<file path="config.mk">
export PLATFORM = sky130hd
export DESIGN_NAME = oled_spi_sink_flat
export DESIGN_NICKNAME = d
export VERILOG_FILES = /design/src/rtl/oled_spi_sink_if.sv /design/src/rtl/oled_spi_sink.sv /design/src/flat_wrapper.sv
export SDC_FILE = /design/constraint.sdc
export NUM_CORES = 1
export LEC_CHECK = 0
export ABC_AREA = 0
export BUFFER_PORTS_ARGS = -buffer_cell sky130_fd_sc_hd__buf_4
export CAP_MARGIN = 20
export CELL_PAD_IN_SITES_DETAIL_PLACEMENT = 0
export CELL_PAD_IN_SITES_GLOBAL_PLACEMENT = 2
export CORE_UTILIZATION = 43
export DETAILED_ROUTE_END_ITERATION = 6
export PLACE_DENSITY = 0.8
export SETUP_SLACK_MARGIN = 0.5
export SLEW_MARGIN = 5
export SYNTH_ARGS = -nofsm -noshare
export SYNTH_HDL_FRONTEND = slang
export SYNTH_SLANG_ARGS = --single-unit
</file>
<file path="constraint.sdc">
create_clock -name clk -period 2.3 [get_ports clk]
set_clock_uncertainty 0.05 [all_clocks]
set_input_delay 0.46 -clock clk [delete_from_list [all_inputs] [get_ports clk]]
set_output_delay 0.46 -clock clk [all_outputs]
set_load 0.01 [all_outputs]
</file>
<file path="src/rtl/oled_spi_sink_if.sv">
// Bus between the OLED SPI sink and its environment: the four-wire SPI link
// coming in, and the FIFO read port plus status flags going out.
interface oled_spi_sink_if #(
  parameter int FIFO_DEPTH = 4
);
  logic                          spi_cs;
  logic                          spi_clk;
  logic                          spi_mosi;
  logic                          oled_dc;
  logic                          rd_en;
  logic                          clear_errors;
  logic [7:0]                    rd_data;
  logic                          rd_dc;
  logic                          rd_valid;
  logic [$clog2(FIFO_DEPTH):0]   fifo_count;
  logic                          overflow;
  logic                          frame_error;

  modport master (
    output spi_cs, spi_clk, spi_mosi, oled_dc, rd_en, clear_errors,
    input  rd_data, rd_dc, rd_valid, fifo_count, overflow, frame_error
  );

  modport slave (
    input  spi_cs, spi_clk, spi_mosi, oled_dc, rd_en, clear_errors,
    output rd_data, rd_dc, rd_valid, fifo_count, overflow, frame_error
  );
endinterface

</file>
<file path="src/rtl/oled_spi_sink.sv">
// SPI mode-0 receiver for the OLED link: synchronises the bus into clk,
// deserialises D/C-tagged bytes and queues them in a small FWFT FIFO.
module oled_spi_sink #(
  parameter int FIFO_DEPTH  = 4,
  parameter int SYNC_STAGES = 2
) (
  input logic             clk,
  input logic             reset,
  oled_spi_sink_if.slave  bus
);
  localparam int AW = $clog2(FIFO_DEPTH);
  localparam int CW = AW + 1;
  // Synchroniser lane order {dc, mosi, sclk, cs}; idle bus is CS high, SCLK low.
  localparam logic [3:0] SYNC_RST = 4'b0001;

  typedef enum logic {IDLE, SHIFT} state_e;

  logic [SYNC_STAGES-1:0][3:0] sync_q, sync_d;
  logic                        sclk_prev_q, sclk_prev_d;
  state_e                      state_q, state_d;
  logic [2:0]                  cnt_q, cnt_d;
  logic [7:0]                  shift_q, shift_d;
  logic [FIFO_DEPTH-1:0][8:0]  mem_q, mem_d;
  logic [AW-1:0]               wptr_q, wptr_d, rptr_q, rptr_d;
  logic [CW-1:0]               count_q, count_d;
  logic                        overflow_q, overflow_d;
  logic                        frame_error_q, frame_error_d;

  logic cs_s, sclk_s, mosi_s, dc_s, sclk_rise;
  logic shift_en, byte_done, abort;
  logic push, pop, full, ovf_evt;
  logic [8:0] wr_word;

  assign cs_s      = sync_q[SYNC_STAGES-1][0];
  assign sclk_s    = sync_q[SYNC_STAGES-1][1];
  assign mosi_s    = sync_q[SYNC_STAGES-1][2];
  assign dc_s      = sync_q[SYNC_STAGES-1][3];
  assign sclk_rise = sclk_s & ~sclk_prev_q;

  always_comb begin
    sync_d      = {sync_q[SYNC_STAGES-2:0],
                   {bus.oled_dc, bus.spi_mosi, bus.spi_clk, bus.spi_cs}};
    sclk_prev_d = sclk_s;
  end

  // Receiver FSM: state register / next state / outputs
  always_ff @(posedge clk or posedge reset) begin
    if (reset) state_q <= IDLE;
    else       state_q <= state_d;
  end

  always_comb begin
    state_d = state_q;
    case (state_q)
      IDLE:    if (!cs_s) state_d = SHIFT;
      SHIFT:   if (cs_s)  state_d = IDLE;
      default: state_d = IDLE;
    endcase
  end

  always_comb begin
    shift_en  = (state_q == SHIFT) && !cs_s && sclk_rise;
    byte_done = shift_en && (cnt_q == 3'd7);
    abort     = (state_q == SHIFT) && cs_s && (cnt_q != 3'd0);
  end

  always_comb begin
    cnt_d   = cnt_q;
    shift_d = shift_q;
    if (state_q == IDLE || cs_s) begin
      cnt_d = 3'd0;
    end else if (shift_en) begin
      cnt_d   = cnt_q + 3'd1;
      shift_d = {shift_q[6:0], mosi_s};
    end
  end

  assign wr_word = {dc_s, shift_q[6:0], mosi_s};

  // FIFO: a pop frees the slot the same cycle, so full + pop still accepts a write.
  always_comb begin
    full    = (count_q == CW'(FIFO_DEPTH));
    pop     = bus.rd_en && (count_q != '0);
    push    = byte_done && (!full || pop);
    ovf_evt = byte_done && full && !pop;
    mem_d   = mem_q;
    wptr_d  = wptr_q;
    rptr_d  = rptr_q;
    if (push) begin
      mem_d[wptr_q] = wr_word;
      wptr_d        = wptr_q + AW'(1);
    end
    if (pop) rptr_d = rptr_q + AW'(1);
    count_d = count_q + CW'(push) - CW'(pop);
  end

  // Error events win over a coincident clear.
  always_comb begin
    overflow_d    = ovf_evt ? 1'b1 : (bus.clear_errors ? 1'b0 : overflow_q);
    frame_error_d = abort   ? 1'b1 : (bus.clear_errors ? 1'b0 : frame_error_q);
  end

  always_ff @(posedge clk or posedge reset) begin
    if (reset) begin
      sync_q        <= {SYNC_STAGES{SYNC_RST}};
      sclk_prev_q   <= 1'b0;
      cnt_q         <= 3'd0;
      shift_q       <= 8'd0;
      mem_q         <= '0;
      wptr_q        <= '0;
      rptr_q        <= '0;
      count_q       <= '0;
      overflow_q    <= 1'b0;
      frame_error_q <= 1'b0;
    end else begin
      sync_q        <= sync_d;
      sclk_prev_q   <= sclk_prev_d;
      cnt_q         <= cnt_d;
      shift_q       <= shift_d;
      mem_q         <= mem_d;
      wptr_q        <= wptr_d;
      rptr_q        <= rptr_d;
      count_q       <= count_d;
      overflow_q    <= overflow_d;
      frame_error_q <= frame_error_d;
    end
  end

  assign bus.rd_valid    = (count_q != '0);
  assign bus.rd_data     = bus.rd_valid ? mem_q[rptr_q][7:0] : 8'd0;
  assign bus.rd_dc       = bus.rd_valid ? mem_q[rptr_q][8]   : 1'b0;
  assign bus.fifo_count  = count_q;
  assign bus.overflow    = overflow_q;
  assign bus.frame_error = frame_error_q;
endmodule

</file>
<file path="src/flat_wrapper.sv">
// flat-port wrapper written by rule: the top's interface ports become plain ports
module oled_spi_sink_flat 
#(
  parameter int FIFO_DEPTH  = 4,
  parameter int SYNC_STAGES = 2
)
  (clk, reset, bus_spi_cs, bus_spi_clk, bus_spi_mosi, bus_oled_dc, bus_rd_en, bus_clear_errors, bus_rd_data, bus_rd_dc, bus_rd_valid, bus_fifo_count, bus_overflow, bus_frame_error);
  oled_spi_sink_if #(.FIFO_DEPTH(FIFO_DEPTH)) bus_i ();
  input logic clk;
  input logic reset;
  input wire logic [$bits(bus_i.spi_cs)-1:0] bus_spi_cs;
  input wire logic [$bits(bus_i.spi_clk)-1:0] bus_spi_clk;
  input wire logic [$bits(bus_i.spi_mosi)-1:0] bus_spi_mosi;
  input wire logic [$bits(bus_i.oled_dc)-1:0] bus_oled_dc;
  input wire logic [$bits(bus_i.rd_en)-1:0] bus_rd_en;
  input wire logic [$bits(bus_i.clear_errors)-1:0] bus_clear_errors;
  output wire logic [$bits(bus_i.rd_data)-1:0] bus_rd_data;
  output wire logic [$bits(bus_i.rd_dc)-1:0] bus_rd_dc;
  output wire logic [$bits(bus_i.rd_valid)-1:0] bus_rd_valid;
  output wire logic [$bits(bus_i.fifo_count)-1:0] bus_fifo_count;
  output wire logic [$bits(bus_i.overflow)-1:0] bus_overflow;
  output wire logic [$bits(bus_i.frame_error)-1:0] bus_frame_error;
  assign bus_i.spi_cs = bus_spi_cs;
  assign bus_i.spi_clk = bus_spi_clk;
  assign bus_i.spi_mosi = bus_spi_mosi;
  assign bus_i.oled_dc = bus_oled_dc;
  assign bus_i.rd_en = bus_rd_en;
  assign bus_i.clear_errors = bus_clear_errors;
  assign bus_rd_data = bus_i.rd_data;
  assign bus_rd_dc = bus_i.rd_dc;
  assign bus_rd_valid = bus_i.rd_valid;
  assign bus_fifo_count = bus_i.fifo_count;
  assign bus_overflow = bus_i.overflow;
  assign bus_frame_error = bus_i.frame_error;
  oled_spi_sink #(.FIFO_DEPTH(FIFO_DEPTH), .SYNC_STAGES(SYNC_STAGES)) u_core (.clk(clk), .reset(reset), .bus(bus_i));
endmodule
</file>
* After elaboration in Yosys (flattened, before gate mapping)
Cells that the tools add are included.
** Word-level totals
- Flip-flop bits (word level) :: 65
- Input port bits :: 8
- Output and inout port bits :: 15
- Word-level logic and storage cells :: 63
** Cells by class
- Add/sub/neg operators :: 5
- Order comparisons :: 3
- Eq/ne operators :: 2
- Mux-type cells :: 13
- Bitwise logic cells :: 4
- Reductions and logical operators :: 21
** Operators by type and width (number)
- $bwmux 36 :: 1
- $bmux 9 s2 :: 1
- $demux 9 s2 :: 1
- $mux 9 :: 2
- $logic_and 1x1->1 :: 10
- $mux 8 :: 1
- $eq 3x3->1 const B :: 2
- $lt 2x3->1 const B :: 2
- $mux 3 :: 2
- $reduce_bool 2->1 :: 3
- $reduce_bool 3->1 :: 2
- $mux 1 :: 5
- $add 2x1->2 const B :: 2
- $add 3x1->3 :: 1
- $add 3x1->3 const B :: 1
- $logic_not 1->1 :: 3
- $not 1->1 :: 3
- $sub 3x1->3 :: 1
- $ge 2x1->1 const B :: 1
- $logic_or 1x1->1 :: 2
- $reduce_and 2->1 :: 1
- $and 1x1->1 :: 1

* Depth between registers and ports, before layout
Gate-level depths: netlist of run 1.
- Word-level depth :: 7
- Depth in mapped cells :: 10
- Mapped depth without buffers :: 9

* Least setup slack after synthesis of run 1
OpenSTA, ideal clock, no wires.
- Kind :: flip-flop to flip-flop
- Start :: register u_core.count_q[1], in the netlist u_core.bus.fifo_count[1]
- End :: register u_core.count_q[1], in the netlist u_core.bus.fifo_count[1]
- Setup time :: 64 ps
- Arrival :: 1998 ps
- Required time :: 2186 ps
- Setup slack :: 188 ps
- Cell stages (with the launch flop) :: 9
- Buffers on the path :: 1
- Period minus slack after synthesis :: 2112 ps
- Path through :: dfrtp_1 > or4b_4 > buf_6 > nand3_1 > inv_1 > ha_1 > inv_1 > fa_1 > inv_1
** Between the ends
- Longest elaborated chain between the ends :: 6
- Elaborated cells on any way between the ends :: 8
- Those cells by class :: 2 x add/sub; 1 x eq/ne; 5 x reduce/logical
** RTL lines
- from (decl) :: line oled_spi_sink.sv:25 : logic [CW-1:0] count_q, count_d;
- from (signal assigned) :: line oled_spi_sink.sv:123 : count_q <= count_d;
- $eq 3x3->1 / $reduce_bool 3->1 (equally long branches) :: line oled_spi_sink.sv:82, oled_spi_sink.sv:83
- $logic_not 1->1 / $logic_and 1x1->1 (equally long branches) :: line oled_spi_sink.sv:84, oled_spi_sink.sv:83
- $logic_or 1x1->1 * :: line oled_spi_sink.sv:84 : push = byte_done && (!full || pop);
- $logic_and 1x1->1 * :: line oled_spi_sink.sv:84
- net u_core.push :: line oled_spi_sink.sv:31 : logic push, pop, full, ovf_evt;
- $add 3x1->3 * :: line oled_spi_sink.sv:94 : count_d = count_q + CW'(push) - CW'(pop);
- $sub 3x1->3 * :: line oled_spi_sink.sv:94
- net u_core.count_d[1] :: line oled_spi_sink.sv:25
The timed path passes the listed nets; every way through them passes the cells marked *.
A chain may end at the register's enable or synchronous reset.

* Worst setup path after layout of run 1
- Start :: register u_core.rptr_q[1]
- End :: output bus_rd_data[3]
** Between the ends
- Longest elaborated chain between the ends :: 3
** RTL lines
- from (decl) :: line oled_spi_sink.sv:24 : logic [AW-1:0] wptr_q, wptr_d, rptr_q, rptr_d;
- from (signal assigned) :: line oled_spi_sink.sv:122 : rptr_q <= rptr_d;
- $bmux 9 s2 :: line oled_spi_sink.sv:130 : assign bus.rd_data = bus.rd_valid ? mem_q[rptr_q][7:0] : 8'd0;
- $mux 9 (implied by the code) :: line oled_spi_sink.sv:130
- $mux 8 :: line oled_spi_sink.sv:130
- to (decl) :: line flat_wrapper.sv:17 : output wire logic [$bits(bus_i.rd_data)-1:0] bus_rd_data;
No other way between the ends. The select of a mux whose other input is x is not followed.

==> impl_metrics.csv, run 1 <==
group,metric,value,unit
status,status,"completed",
cts,clockBufferDepth,2,
power_and_ir_drop,p_per_area,593.4,mW/mm^2
layout,fin_nets,252,
placement,place_inst,284,
routing,drc,0,
layout,syn_to_final_growth,32.48,%
logic_synthesis,synthMostInstantiatedCell,"dfrtp_1",
floorplan,top_level_ports,23,
routing,vias_per_cell,5.388,
logic_synthesis,ys_seq_area_frac,0.5631,
sta,worst_slack,0.1630,ns
setup_path,crit_type,"reg -> out",
power_and_ir_drop,p_sw_frac,0.2251,
layout,fin_util,0.5967,
power_and_ir_drop,finalPower,2.274,mW
logic_synthesis,async_flop_share,1.000,
power_and_ir_drop,p_int,1.762,mW
logic_synthesis,yosys_warnings,0,
logic_synthesis,synth-edff-count,0,
layout,nFillCells,484,
cts,clkLatencyLatePin,0.33,ns
layout,regArea,0.001633,sq mm
power_and_ir_drop,power.switching,512.0,uW
placement,io_buffers,22,
setup_path,required,1.79,ns
sta,min_period,2.137,ns
sta,setup_violations,0,
sta,fmaxAchievable,468.0,MHz
logic_synthesis,synth_seq_cells,65,
layout,drive_gt1_frac,0.5792,
placement,place.gp.congestion,0.7027,
placement,place_ws,0.2158,ns
global_route,overflow,0,
cts,tritoncts,"yes",
logic_synthesis,synthTopCellsByArea,"dfrtp_1 54%, mux2_2 11%, mux4_2 7.0%, mux2_4 4.7%, ha_1 3.5%",
logic_synthesis,yosys_most_used_dff,"dfrtp_1",
sta,slew_viol_final,0,
logic_synthesis,synth_top_area_frac,0.5450,
layout,diodes,0,
routing,drt-initial-drc-count,122,
power_and_ir_drop,clkPwrFrac,0.410,
sta,fin_tns_setup,0,ns
logic_synthesis,netlist_top_cells_count,"63 x dfrtp_1, 29 x mux2_2, 12 x inv_1",
setup_path,end_kind,"output port",
global_route,grt_pass1_wl,9.887,mm
cts,cts-root-buf,"clkbuf_8",
logic_synthesis,yosys.area.top_type,"dfrtp_1",
setup_path,cp.arrival,1.63,ns
power_and_ir_drop,ir_drop,0.0003237,V
setup_path,path_max_fanout,7,
setup_path,start_kind,"flip-flop",
sta,final-hold-violation-count,0,
global_route,grt_max_degree,50,
flow_run,max-cap-violations,0,
layout,multiInputGateArea,0.001413,sq mm
worst_hold_path,hold_path_class,"in -> async",
cts,clock_sinks,65,
floorplan,rows,29,
floorplan,fp.dieW,84.02,microns
floorplan,fp.coreArea,0.006422,sq mm
logic_synthesis,postSynthCellCount,184,
sta,worstMarginPinSlew,0.3762,ns
floorplan,die-height,84.02,microns
power_and_ir_drop,leakagePower,1.867,nW
sta,timing.hold.ws,0.06326,ns
routing,wl_per_cell,19.11,microns
global_route,antenna_found_initial,0,
sta,relSlewSlack,0.7487,
logic_synthesis,syn_avg_cell_area,15.72,sq um
cts,cts_htree_levels,3,
layout,stdcell_area,0.003832,sq mm
global_route,grt_pass1_vias,1879,
routing,vias,1708,
layout,layoutNonFillerInstCount,317,
power_and_ir_drop,pwr-share-comb,0.040,
sta,fin_crit_sh,0.9291,
sta,rsz0062_at_grt,"yes",
routing,ant_nets,0,
logic_synthesis,syn-num-nets,201,
logic_synthesis,synthesis.area,0.002893,sq mm
floorplan,start_util,0.4504,
cts,cts_made_buffers,9,
floorplan,dieArea,0.007059,sq mm
logic_synthesis,ys_types,27,
placement,hpwl,3.515,mm
global_route,grt_usage,0.1897,
placement,placed_cell_area,0.003221,sq mm
cts,clk_pin_slew_worst_paths,0.07,ns
routing,first_pass_iters,4,
power_and_ir_drop,pwr-share-seq,0.549,
routing,wirelength,6.057,mm
## per-layer routing
metal | share of wire | up-vias | track usage
li1 | - | 761 | -
met1 | 0.43 | 901 | 0.2316
met2 | 0.52 | 31 | 0.3137
met3 | 0.029 | 15 | 0.05242
met4 | 0.027 | 0 | 0.08621
met5 | 0 | - | 0
## what timing repair did
item	4_1_cts	5_1_grt
setup endpoints to repair	48	49
hold buffers	0	0
pin swaps	17	1
setup buffers	9	2
gates cloned	5	1
gates resized for setup	52	14
hold endpoints to repair	0	0
## cells in the final DEF (no fill, tap or decap), types with 2 or more instances in the layout
master,netlist,final
dfrtp_1,63,60
mux2_4,9,36
buf_4,1,23
buf_6,2,15
clkbuf_8,0,10
inv_1,12,9
mux4_2,9,9
nand4_4,4,8
and2_4,0,8
mux2_2,29,7
xnor2_1,6,6
ha_1,8,6
nor2_1,4,4
buf_12,0,4
nand2_1,3,3
clkinv_2,0,3
dfrtp_2,0,3
mux2i_1,3,2
clkbuf_1,1,2
dfstp_2,2,2
## power by group through the flow
| stage | clock, mW | combinational [mW] | sequential [mW] |
|---|---|---|---|
| floorplan | 0 | 0.0627 | 1.24 |
| global placement | 0 | 0.0842 | 1.26 |
| detailed placement | 0 | 0.0887 | 1.26 |
| CTS | 0.955 | 0.0944 | 1.25 |
| global route | 1.02 | 0.102 | 1.26 |
| finish | 0.933 | 0.0919 | 1.25 |
## area by class of cell
| type | count | area share |
|---|---|---|
| clock buffers | 12 | 0.03787 |
| clock inverters | 4 | 0.01175 |
| inverters | 12 | 0.01339 |
| multi-input cells | 104 | 0.3686 |
| flip-flops and latches | 65 | 0.4261 |
| well taps | 77 | 0.02514 |
| repair buffers | 43 | 0.1172 |
## worst max-delay path, cell delays in order (launching register included)
cell and delay (ns):
dfrtp_2 0.39, buf_12 0.14, mux4_2 0.50, and2_4 0.15, buf_6 0.11
## kinds of logic (layout without fill, tap and decap cells)
family	count (synthesis)	count (layout)	share of synthesized area
AOI/OAI and AO/OA	3	3	0.006489
xor gates and xnor gates	6	6	0.01817
adders and majority gates	9	9	0.04152
buffers and inverters	19	71	0.03244
DFF	65	65	0.5631
muxes	56	56	0.2634
and+or+nand+nor	26	30	0.07482
## flip-flops by register name (all words and copies together) (netlist names), 2 cells and up
name                   count
u_core.bus.fifo_count      3
u_core.cnt_q               3
u_core.mem_q              36
u_core.rptr_q              2
u_core.shift_q             7
u_core.sync_d              4
u_core.wptr_q              2
## worst paths after layout
path / from / end / slack, ns / depth (start not counted)
worst max-delay path: u_core.rptr_q[1] / bus_rd_data[3] / 0.16 / 4
worst min-delay path: reset / u_core.state_q / 0.06 / 2
worst max register to register: u_core.bus.fifo_count[0] / u_core.bus.fifo_count[2] / 0.26 / 9
worst min register to register: u_core.sync_d[7] / u_core.dc_s / 0.30 / 0
max in group asynchronous: reset / u_core.rptr_q[1] / 1.57 / 3
min in group clk: bus_spi_mosi / u_core.sync_d[6] / 0.18 / 1
No activity file was read; power rests on OpenSTA's default activity.
==> inputs of run 2 (changes only) <==
--- a/config.mk
+++ b/config.mk
@@ -5,12 +5,12 @@
 export SDC_FILE = /design/constraint.sdc
 export NUM_CORES = 1
 export LEC_CHECK = 0
-export ABC_AREA = 0
+export ABC_AREA = 1
 export BUFFER_PORTS_ARGS = -buffer_cell sky130_fd_sc_hd__buf_4
 export CAP_MARGIN = 20
 export CELL_PAD_IN_SITES_DETAIL_PLACEMENT = 0
 export CELL_PAD_IN_SITES_GLOBAL_PLACEMENT = 2
-export CORE_UTILIZATION = 43
+export CORE_UTILIZATION = 37
 export DETAILED_ROUTE_END_ITERATION = 6
 export PLACE_DENSITY = 0.8
 export SETUP_SLACK_MARGIN = 0.5
==> impl_metrics.csv, run 2 <==
group,metric,value,unit
status,status,"completed",
setup_path,rr_worst_depth,11,
floorplan,top_level_ports,23,
logic_synthesis,synth-simple-area-share,0.2873,
setup_path,cp.arrival,1.55,ns
routing,vias_per_cell,5.002,
setup_path,end_kind,"output port",
power_and_ir_drop,leakagePower,1.976,nW
logic_synthesis,yosys.area.top_type,"dfrtp_1",
logic_synthesis,synth_xor_area_frac,0.008427,
placement,io_buffers,22,
routing,vias,2481,
setup_path,required,1.79,ns
layout,most-common-layout-cells,"91 x nand2_1, 61 x dfrtp_1, 42 x buf_4, 36 x nand4_1, 35 x nor2_1",
logic_synthesis,post_synth_fa_ha_maj_area_fraction,0.03852,
layout,multiInputGateArea,0.001335,sq mm
logic_synthesis,yosys_warnings,0,
routing,drt-initial-drc-count,166,
sta,setup_violations,0,
logic_synthesis,synth_seq_cells,65,
cts,clk_pin_slew_worst_paths,0.08,ns
logic_synthesis,synthMostInstantiatedCell,"nand2_1",
sta,timing.hold.ws,0.008322,ns
layout,drive_gt1_frac,0.2711,
setup_path,r2r-start,"u_core.cnt_q[0]",
logic_synthesis,yosys_most_used_dff,"dfrtp_1",
floorplan,rows,33,
placement,hpwl,4.755,mm
routing,wirelength,7.927,mm
setup_path,crit_buf_inv,3,
logic_synthesis,netlist_top_cells_count,"92 x nand2_1, 63 x dfrtp_1, 40 x nor2_1",
layout,top_register,"u_core.mem_q",
sta,worstMarginPinSlew,0.4082,ns
logic_synthesis,synthTopCellsByArea,"dfrtp_1 51%, nand2_1 11%, nand4_1 7.2%, nor2_1 4.8%, o21ai_0 4.2%",
setup_path,slowest_delay,0.47,ns
cts,clockBufferDepth,2,
layout,diodes,0,
global_route,grt_pass1_wl,13.01,mm
sta,final-hold-violation-count,0,
setup_path,crit_chain,"buf_12, clkbuf_16, nor2_4, nor2_1, o21ai_1, a21oi_1, buf_4",
logic_synthesis,syn_avg_cell_area,9.064,sq um
sta,fin_tns_setup,0,ns
logic_synthesis,synth-edff-count,0,
power_and_ir_drop,p_per_area,1004,mW/mm^2
layout,fin_nets,403,
placement,place.gp.congestion,0.7334,
cts,tritoncts,"yes",
logic_synthesis,ys_types,32,
layout,largest_reg_flops,36,
logic_synthesis,synthesis.area,0.003118,sq mm
cts,cts_htree_levels,3,
global_route,grt_pass1_vias,2413,
cts,cts-root-buf,"clkbuf_8",
cts,cts_made_buffers,9,
power_and_ir_drop,ir_drop,0.0003114,V
logic_synthesis,syn-num-nets,361,
floorplan,fp.coreArea,0.008175,sq mm
setup_path,cp-startpoint,"u_core.rptr_q[0]",
global_route,overflow,0,
floorplan,dieArea,0.008798,sq mm
sta,relSlewSlack,0.7272,
sta,fmaxAchievable,484.5,MHz
setup_path,path_max_fanout,4,
floorplan,start_util,0.3814,
routing,drc,0,
routing,ant_nets,0,
setup_path,crit_type,"reg -> out",
layout,regArea,0.001632,sq mm
logic_synthesis,async_flop_share,1.000,
logic_synthesis,ys_seq_area_frac,0.5225,
floorplan,fp.dieW,93.80,microns
global_route,antenna_found_initial,0,
cts,clock_sinks,65,
flow_run,max-cap-violations,0,
sta,slew_viol_final,0,
logic_synthesis,synth_compound_area_frac,0.06822,
worst_hold_path,hold_path_class,"in -> async",
layout,nFillCells,817,
layout,final_common_cell,"nand2_1",
setup_path,start_kind,"flip-flop",
setup_path,slowest_stage,"dfrtp_2",
floorplan,die-height,93.80,microns
layout,syn_to_final_growth,24.92,%
sta,fin_crit_sh,0.8974,
logic_synthesis,synth_top_family_by_area,"simple AND/OR/NAND/NOR gates",
sta,min_period,2.064,ns
cts,clkLatencyLatePin,0.35,ns
setup_path,r2r_setup_slack,0.41,ns
logic_synthesis,synthMuxAreaShare,0,
logic_synthesis,postSynthCellCount,344,
setup_path,r2r_end,"u_core.bus.fifo_count[2]",
setup_path,cp_top_family,"flip-flops",
global_route,grt_max_degree,56,
logic_synthesis,synth_top_area_frac,0.5056,
sta,rsz0062_at_grt,"yes",
routing,first_pass_iters,4,
global_route,grt_usage,0.2011,
routing,wl_per_cell,15.98,microns
==> run 2: layout make-up <==
cell class                      count  area share
Sequential cell                    65      0.4189
Tap cell                          105     0.03373
Clock buffer                        9     0.03180
Clock inverter                      7     0.02441
Inverter                           24     0.02763
Timing Repair Buffer               49      0.1208
Multi-Input combinational cell    237      0.3428
==> run 2: how the worst max path moves through the flow <==
stage | depth (start not counted) | end
after floorplan | 13 | u_core.bus.fifo_count[2]
after global placement | 10 | u_core.bus.fifo_count[2]
after detailed placement | 10 | u_core.bus.fifo_count[2]
after CTS | 5 | bus_rd_data[2]
after global routing | 7 | bus_rd_data[5]
final | 7 | bus_rd_data[7]
==> run 2: report_power, final <==
group	internal [mW]	leakage [nW]	switching [mW]	total (mW)
Combinational	0.725	1.00	0.782	1.51
Clock	0.610	0.109	0.466	1.08
Sequential	1.23	0.865	0.0998	1.33
==> run 2: cells by family (layout without fill, tap and decap cells) <==
logic type                 after synthesis  in the layout
and+or+nand+nor                        185            185
AOI/OAI and AO/OA                       40             40
adders and majority gates                9              9
xor gates and xnor gates                 3              3
DFF                                     65             65
buffers and inverters                   42             89
==> run 2: metal layers <==
| metal | wire length [microns] | vias to the layer above | GRT usage |
|---|---|---|---|
| met5 | 0 | - | 0 |
| met4 | 184 | 0 | 0.08974 |
| met3 | 219 | 13 | 0.03398 |
| met2 | 3750 | 35 | 0.3078 |
| met1 | 3773 | 1215 | 0.2786 |
| li1 | - | 1218 | - |
==> run 2: stage by stage <==
step	util	instance area, sq um	setup slack (ns)	power (mW)	instances
5_1_grt	0.4764	3895	0.1725	4.131	496
3_5_place_dp	0.4146	3390	0.2548	2.426	466
3_3_place_gp	0.4146	3390	0.2884	2.426	466
6_report	0.4764	3895	0.2359	3.909	496
2_1_floorplan	-	3133	0.1769	1.968	344
4_1_cts	0.4669	3817	0.2513	3.849	492
==> run 2: repair_timing <==
action | CTS | global route
setup buffers | 8 | 3
gates cloned | 2 | 1
hold buffers | 0 | 0
pin swaps | 1 | 7
resized for setup | 28 | 14
setup endpoints to repair | 11 | 20
